==> config.mk <==
export PLATFORM = sky130hd
export DESIGN_NAME = uart_bus_master_flat
export DESIGN_NICKNAME = d
export VERILOG_FILES = /design/src/rtl/uart_bus_master_if.sv /design/src/rtl/uart_bus_master.sv /design/src/flat_wrapper.sv
export SDC_FILE = /design/constraint.sdc
export NUM_CORES = 1
export LEC_CHECK = 0
export ABC_AREA = 1
export CAP_MARGIN = 20
export CORE_MARGIN = 4
export CORE_UTILIZATION = 43
export DETAILED_ROUTE_END_ITERATION = 6
export PLACE_DENSITY = 0.78
export SYNTH_ARGS = -nofsm -noshare
export SYNTH_HDL_FRONTEND = slang
export SYNTH_SLANG_ARGS = --single-unit
==> constraint.sdc <==
create_clock -name clk -period 1.21 [get_ports clk]
set_input_delay 0.121 -clock clk [delete_from_list [all_inputs] [get_ports clk]]
set_output_delay 0.121 -clock clk [all_outputs]
set_load 0.01 [all_outputs]
==> src/rtl/uart_bus_master_if.sv <==
// Signal bundle between uart_bus_master and its environment: UART rx/tx byte streams and the native memory bus.
// The master modport is the bridge's view. The slave modport is the view of the UART, decoder and memory.
interface uart_bus_master_if;
    logic        rx_valid;
    logic [7:0]  rx_data;
    logic        rx_ready;
    logic        tx_valid;
    logic [7:0]  tx_data;
    logic        tx_ready;
    logic        mem_valid;
    logic [31:0] mem_addr;
    logic [31:0] mem_wdata;
    logic [3:0]  mem_wstrb;
    logic [31:0] mem_rdata;
    logic        mem_ready;

    modport master (
        input  rx_valid, rx_data, tx_ready, mem_rdata, mem_ready,
        output rx_ready, tx_valid, tx_data, mem_valid, mem_addr, mem_wdata, mem_wstrb
    );

    modport slave (
        output rx_valid, rx_data, tx_ready, mem_rdata, mem_ready,
        input  rx_ready, tx_valid, tx_data, mem_valid, mem_addr, mem_wdata, mem_wstrb
    );
endinterface

==> src/rtl/uart_bus_master.sv <==
// UART byte-stream to memory-bus bridge: 0x57 write / 0x52 read frames, status (+read data) responses.
// Optional bus timeout is enabled with `define UART_BUS_MASTER_TIMEOUT_EN (status 0xE1).
module uart_bus_master #(
    parameter int TIMEOUT_CYCLES = 1024
) (
    input  logic                clk,
    input  logic                reset_n,
    uart_bus_master_if.master   bus,
    output logic                busy
);
    typedef enum logic [2:0] {IDLE, RX_ADDR, RX_DATA, BUS_REQ, TX_STATUS, TX_DATA} state_t;

    localparam logic [7:0] CMD_WR = 8'h57;
    localparam logic [7:0] CMD_RD = 8'h52;
    localparam logic [7:0] ST_OK  = 8'h00;
    localparam logic [7:0] ST_TMO = 8'hE1;
    localparam logic [7:0] ST_CMD = 8'hEE;

    if (TIMEOUT_CYCLES < 2 || TIMEOUT_CYCLES > 65535) begin : g_bad_timeout
        $error("uart_bus_master: TIMEOUT_CYCLES must be in 2..65535");
    end

    state_t      state, state_nx;
    logic        cmd_wr;
    logic [1:0]  cnt;
    logic [31:0] addr, wdata, rdata;
    logic [7:0]  status, status_nx;
    logic        rx_ready, tx_valid, mem_valid;
    logic [7:0]  tx_data;
    logic [3:0]  mem_wstrb;
    logic        rx_fire, tx_fire, timeout;

    assign rx_fire = bus.rx_valid && rx_ready;
    assign tx_fire = tx_valid && bus.tx_ready;

`ifdef UART_BUS_MASTER_TIMEOUT_EN
    logic [15:0] tmo_cnt;
    // Held at zero outside BUS_REQ so every access starts counting from 0.
    always_ff @(posedge clk) begin
        if (!reset_n || state != BUS_REQ) tmo_cnt <= '0;
        else if (!bus.mem_ready)          tmo_cnt <= tmo_cnt + 16'd1;
    end
    assign timeout = (tmo_cnt == 16'(TIMEOUT_CYCLES - 1)) && !bus.mem_ready;
`else
    assign timeout = 1'b0;
`endif

    always_ff @(posedge clk) begin
        if (!reset_n) state <= IDLE;
        else          state <= state_nx;
    end

    always_comb begin
        state_nx  = state;
        status_nx = status;
        rx_ready  = 1'b0;
        tx_valid  = 1'b0;
        tx_data   = 8'h00;
        mem_valid = 1'b0;
        mem_wstrb = 4'h0;
        case (state)
            IDLE: begin
                rx_ready = reset_n;
                if (rx_fire) begin
                    if (bus.rx_data == CMD_WR || bus.rx_data == CMD_RD) begin
                        state_nx = RX_ADDR;
                    end else begin
                        state_nx  = TX_STATUS;
                        status_nx = ST_CMD;
                    end
                end
            end
            RX_ADDR: begin
                rx_ready = reset_n;
                if (rx_fire && cnt == 2'd3) state_nx = cmd_wr ? RX_DATA : BUS_REQ;
            end
            RX_DATA: begin
                rx_ready = reset_n;
                if (rx_fire && cnt == 2'd3) state_nx = BUS_REQ;
            end
            BUS_REQ: begin
                mem_valid = 1'b1;
                mem_wstrb = cmd_wr ? 4'hf : 4'h0;
                // A ready in the terminal-count cycle takes priority over the timeout.
                if (bus.mem_ready) begin
                    state_nx  = TX_STATUS;
                    status_nx = ST_OK;
                end else if (timeout) begin
                    state_nx  = TX_STATUS;
                    status_nx = ST_TMO;
                end
            end
            TX_STATUS: begin
                tx_valid = 1'b1;
                tx_data  = status;
                if (tx_fire) state_nx = (!cmd_wr && status == ST_OK) ? TX_DATA : IDLE;
            end
            TX_DATA: begin
                tx_valid = 1'b1;
                case (cnt)
                    2'd0:    tx_data = rdata[31:24];
                    2'd1:    tx_data = rdata[23:16];
                    2'd2:    tx_data = rdata[15:8];
                    default: tx_data = rdata[7:0];
                endcase
                if (tx_fire && cnt == 2'd3) state_nx = IDLE;
            end
            default: state_nx = IDLE;
        endcase
    end

    always_ff @(posedge clk) begin
        if (!reset_n) begin
            cmd_wr <= 1'b0;
            cnt    <= '0;
            addr   <= '0;
            wdata  <= '0;
            rdata  <= '0;
            status <= '0;
        end else begin
            status <= status_nx;
            case (state)
                IDLE: if (rx_fire) begin
                    cmd_wr <= (bus.rx_data == CMD_WR);
                    cnt    <= '0;
                end
                RX_ADDR: if (rx_fire) begin
                    addr <= {addr[23:0], bus.rx_data};
                    cnt  <= cnt + 2'd1;
                end
                RX_DATA: if (rx_fire) begin
                    wdata <= {wdata[23:0], bus.rx_data};
                    cnt   <= cnt + 2'd1;
                end
                BUS_REQ: begin
                    cnt <= '0;
                    if (bus.mem_ready) rdata <= bus.mem_rdata;
                end
                TX_DATA: if (tx_fire) cnt <= cnt + 2'd1;
                default: ;
            endcase
        end
    end

    assign bus.rx_ready  = rx_ready;
    assign bus.tx_valid  = tx_valid;
    assign bus.tx_data   = tx_data;
    assign bus.mem_valid = mem_valid;
    assign bus.mem_addr  = {addr[31:2], 2'b00};
    assign bus.mem_wdata = wdata;
    assign bus.mem_wstrb = mem_wstrb;
    assign busy          = (state != IDLE);
endmodule

==> src/flat_wrapper.sv <==
// flat-port wrapper written by rule: the top's interface ports become plain ports
module uart_bus_master_flat 
#(
    parameter int TIMEOUT_CYCLES = 1024
)
  (clk, reset_n, busy, bus_rx_valid, bus_rx_data, bus_tx_ready, bus_mem_rdata, bus_mem_ready, bus_rx_ready, bus_tx_valid, bus_tx_data, bus_mem_valid, bus_mem_addr, bus_mem_wdata, bus_mem_wstrb);
  uart_bus_master_if bus_i ();
  input  logic clk;
  input  logic reset_n;
  output logic busy;
  input wire logic [$bits(bus_i.rx_valid)-1:0] bus_rx_valid;
  input wire logic [$bits(bus_i.rx_data)-1:0] bus_rx_data;
  input wire logic [$bits(bus_i.tx_ready)-1:0] bus_tx_ready;
  input wire logic [$bits(bus_i.mem_rdata)-1:0] bus_mem_rdata;
  input wire logic [$bits(bus_i.mem_ready)-1:0] bus_mem_ready;
  output wire logic [$bits(bus_i.rx_ready)-1:0] bus_rx_ready;
  output wire logic [$bits(bus_i.tx_valid)-1:0] bus_tx_valid;
  output wire logic [$bits(bus_i.tx_data)-1:0] bus_tx_data;
  output wire logic [$bits(bus_i.mem_valid)-1:0] bus_mem_valid;
  output wire logic [$bits(bus_i.mem_addr)-1:0] bus_mem_addr;
  output wire logic [$bits(bus_i.mem_wdata)-1:0] bus_mem_wdata;
  output wire logic [$bits(bus_i.mem_wstrb)-1:0] bus_mem_wstrb;
  assign bus_i.rx_valid = bus_rx_valid;
  assign bus_i.rx_data = bus_rx_data;
  assign bus_i.tx_ready = bus_tx_ready;
  assign bus_i.mem_rdata = bus_mem_rdata;
  assign bus_i.mem_ready = bus_mem_ready;
  assign bus_rx_ready = bus_i.rx_ready;
  assign bus_tx_valid = bus_i.tx_valid;
  assign bus_tx_data = bus_i.tx_data;
  assign bus_mem_valid = bus_i.mem_valid;
  assign bus_mem_addr = bus_i.mem_addr;
  assign bus_mem_wdata = bus_i.mem_wdata;
  assign bus_mem_wstrb = bus_i.mem_wstrb;
  uart_bus_master #(.TIMEOUT_CYCLES(TIMEOUT_CYCLES)) u_core (.clk(clk), .reset_n(reset_n), .bus(bus_i), .busy(busy));
endmodule
==> metrics.csv <==
stage,metric,value,unit
worst_setup_path,criticalPathCategory,register to output port,
final_layout,diodes,0,
hold_path,hold_path_class,input port to register,
synthesis,synth_cell_type_count,29,
global_routing,grt_max_degree,57,
outcome,violations,setup timing,
sta,period_share,144,%
synthesis,synth-edff-count,0,
die,start_util,44.1,%
worst_setup_path,critPathRequiredTime,1090,ps
worst_setup_path,end_kind,output port,
synthesis,synth_area,4550,um^2
routing,vias,4908,
clocking,clock_sinks,103,
global_routing,grt_first_pass_wirelength,25900,um
worst_setup_path,cpMaxStageDelayCell,dfxtp_4,
synthesis,synth_ff_type,dfxtp_1,
routing,dr.pass1.iters,5,
synthesis,avgSynthCellArea,7.58,um^2
global_routing,grtUsageMet2,46.7,%
synthesis,ys.warnings.count,0,
routing,ant_nets,0,
sta,worst_slack,-536,ps
final_layout,final_cells,912,
clocking,clk_latency,370,ps
synthesis,synth_seq_cells,103,
final_layout,drive_gt1_share,52.2,%
worst_setup_path,start_kind,register,
die,io-pin-count,125,
die,core_area,10300,um^2
synthesis,synth_top_family_by_area,compound AO/OA/AOI/OAI gates,
clocking,cts_hold_buf,0,
clocking,cts_root_buf,clkbuf_8,
pwr,power_density,1500,nW/um^2
worst_setup_path,cp_num_buf_inv,2,
global_routing,met1_usage,27.6,%
sta,fin_crit,1750,ps
die,rows,37,
synthesis,synth_area_leaders,"dfxtp_1 (45%), a21oi_1 (8.8%), o21ai_0 (7.2%)",
pwr,leakagePower,3.36,nW
worst_setup_path,critical_path.top_delay_family,flip-flops,
synthesis,synthTopCellsByCount,"dfxtp_1 (103), nor2_1 (82), a21oi_1 (80)",
routing,wl_per_cell,19.9,um
final_layout,nets,822,
routing,drt_iter0_markers,283,
clocking,path_clk_slew,110,ps
place,portBuffers,122,
die,dieArea,12300,um^2
sta,fmax,573,MHz
synthesis,async_reset_ff_share,0,%
synthesis,yosysMostFrequentCell,dfxtp_1,
die,die_h,111,um
worst_setup_path,path_cells,"inv_4, ha_4, a21oi_2, o221ai_2, nand2_1, nand2_1, buf_2",
synthesis,synth-seq-area-share,45.3,%
global_routing,grt_pass1_vias,5059,
final_layout,multi_input_area,2930,um^2
synthesis,synthXorXnorAreaFrac,0.193,%
sta,rsz0062_at_grt,yes,
synthesis,synthAdderAreaFrac,1.38,%
job,cap_violations,0,
synthesis,syn_inst,600,
worst_setup_path,cp_common_cell,nand2_1,
worst_setup_path,cp_max_fo,8,
final_layout,syn_to_final_growth,80.6,%
place,place_ws,-478,ps
die,die_w,111,um
final_layout,register_area,2110,um^2
place,hpwlAfterDp,8300,um
synthesis,synth_top_area_share,45.3,%
place,placed_cells,845,
synthesis,yosysTopAreaCell,dfxtp_1,
sta,hold_viol,0,
clocking,cts_tree,yes,
final_layout,n_fill_cell,592,
worst_setup_path,cp.arrival,1630,ps
routing,drc,0,
routing,via_per_inst,5.38,
routing,routed_wl,18200,um
sta,fin_skew,14.7,ps
place,gp_congestion,0.864,
synthesis,synth_compound_area_share,20.0,%
sta,setup_viol,119,
global_routing,grt_antenna_before_repair,0,
pwr,peakVddDrop,0.000863,V
global_routing,use_met3,8.30,%
global_routing,grt_overflow_total,0,
sta,final-max-slew-violation-count,0,
synthesis,synth.area.mux_share,0,%
outcome,status,finished with violations,
sta,whs,215,ps
clocking,htree_levels,3,
global_routing,busiest_layer,met2,
synthesis,yosys.area_share.simple,17.0,%
worst_setup_path,timing.critical_path.slowest_cell_delay,410,ps
clocking,numCtsBuffers,9,
final_layout,final_util,79.6,%
clocking,clk_path_buf_depth,2,
global_routing,grtUsageTotal,25.9,%
==> cell families after synthesis <==
group / count (synthesis)
adders and majority gates: 5
DFF: 103
AOI/OAI and AO/OA: 176
and+or+nand+nor: 174
buffers and inverters: 140
other: 1
xor gates and xnor gates: 1
==> final timing paths <==
check | end | start | cells after the start | slack [ps]
worst max-delay path | bus_tx_data[1] | u_core.cnt[0] | 7 | -540
worst min-delay path | u_core.rdata[2] | reset_n | 4 | 220
worst min register to register | u_core.bus.mem_wdata[29] | u_core.bus.mem_wdata[29] | 2 | 450
worst max register to register | u_core.addr[12] | u_core.state[2] | 11 | -410
==> worst min-delay path, cell delays in order <==
cell and delay [ps]:
buf_2 120, buf_4 200, o21ai_4 80, a21oi_2 30
==> power breakdown <==
| part | leakage (nW) | internal [mW] | switching, mW |
|---|---|---|---|
| Combinational | 2.39 | 2.72 | 2.85 |
| Clock | 0.121 | 1.34 | 1.23 |
| Sequential | 0.849 | 3.77 | 0.410 |
==> through the flow <==
step	total power [mW]	cell area (um^2)	TNS (ps)
floorplan	6.00	4610	-1250
global placement	7.25	5990	-22260
detailed placement	7.38	5990	-25360
CTS	11.3	7740	-36960
global route	12.9	8210	-42370
finish	12.3	8210	-35520
==> cell type report <==
type	count	share of cell area [%]
Clock buffer	11	1.98
Clock inverter	4	0.899
Inverter	73	3.64
Multi-Input combinational cell	358	35.6
Sequential cell	103	25.7
Tap cell	136	2.07
Timing Repair Buffer	227	30.0
==> placed cells by master (no fill, tap or decap), types with 8 or more instances in the layout <==
cell type and count:
nand2_4 19, nand2_2 11, clkbuf_8 10, buf_4 43, o21ai_2 50, a21oi_2 48
o21ai_1 17, inv_1 60, nor2_1 43, buf_12 16, nand2_1 33, dfxtp_2 26
dlygate4sd2_1 51, nand3_1 12, a21oi_1 23, buf_6 39, dfxtp_1 72, clkdlybuf4s50_1 43
clkdlybuf4s15_1 8, nor2_2 30, nor2_4 13, a21oi_4 9, o21ai_4 20, buf_16 9
==> repair_timing <==
item                       4_1_cts  5_1_grt
setup endpoints to repair      181      140
gates resized for setup        383      183
pin swaps                       64       75
gates cloned                    19        1
setup buffers                   33       22
==> flip-flops by register name, indices dropped and copies added, names as in the netlist <==
name	cells
u_core.state	3
u_core.status	1
u_core.cmd_wr	1
u_core.cnt	2
u_core.rdata	32
u_core.addr	32
u_core.bus.mem_wdata	32
==> per-layer routing <==
| metal | up-vias | part of all wire [%] |
|---|---|---|
| li1 | 2248 | - |
| met1 | 2386 | 36 |
| met2 | 211 | 53 |
| met3 | 63 | 6.7 |
| met4 | 0 | 4.2 |
| met5 | - | 0 |
No activity file was read; power rests on OpenSTA's default activity.
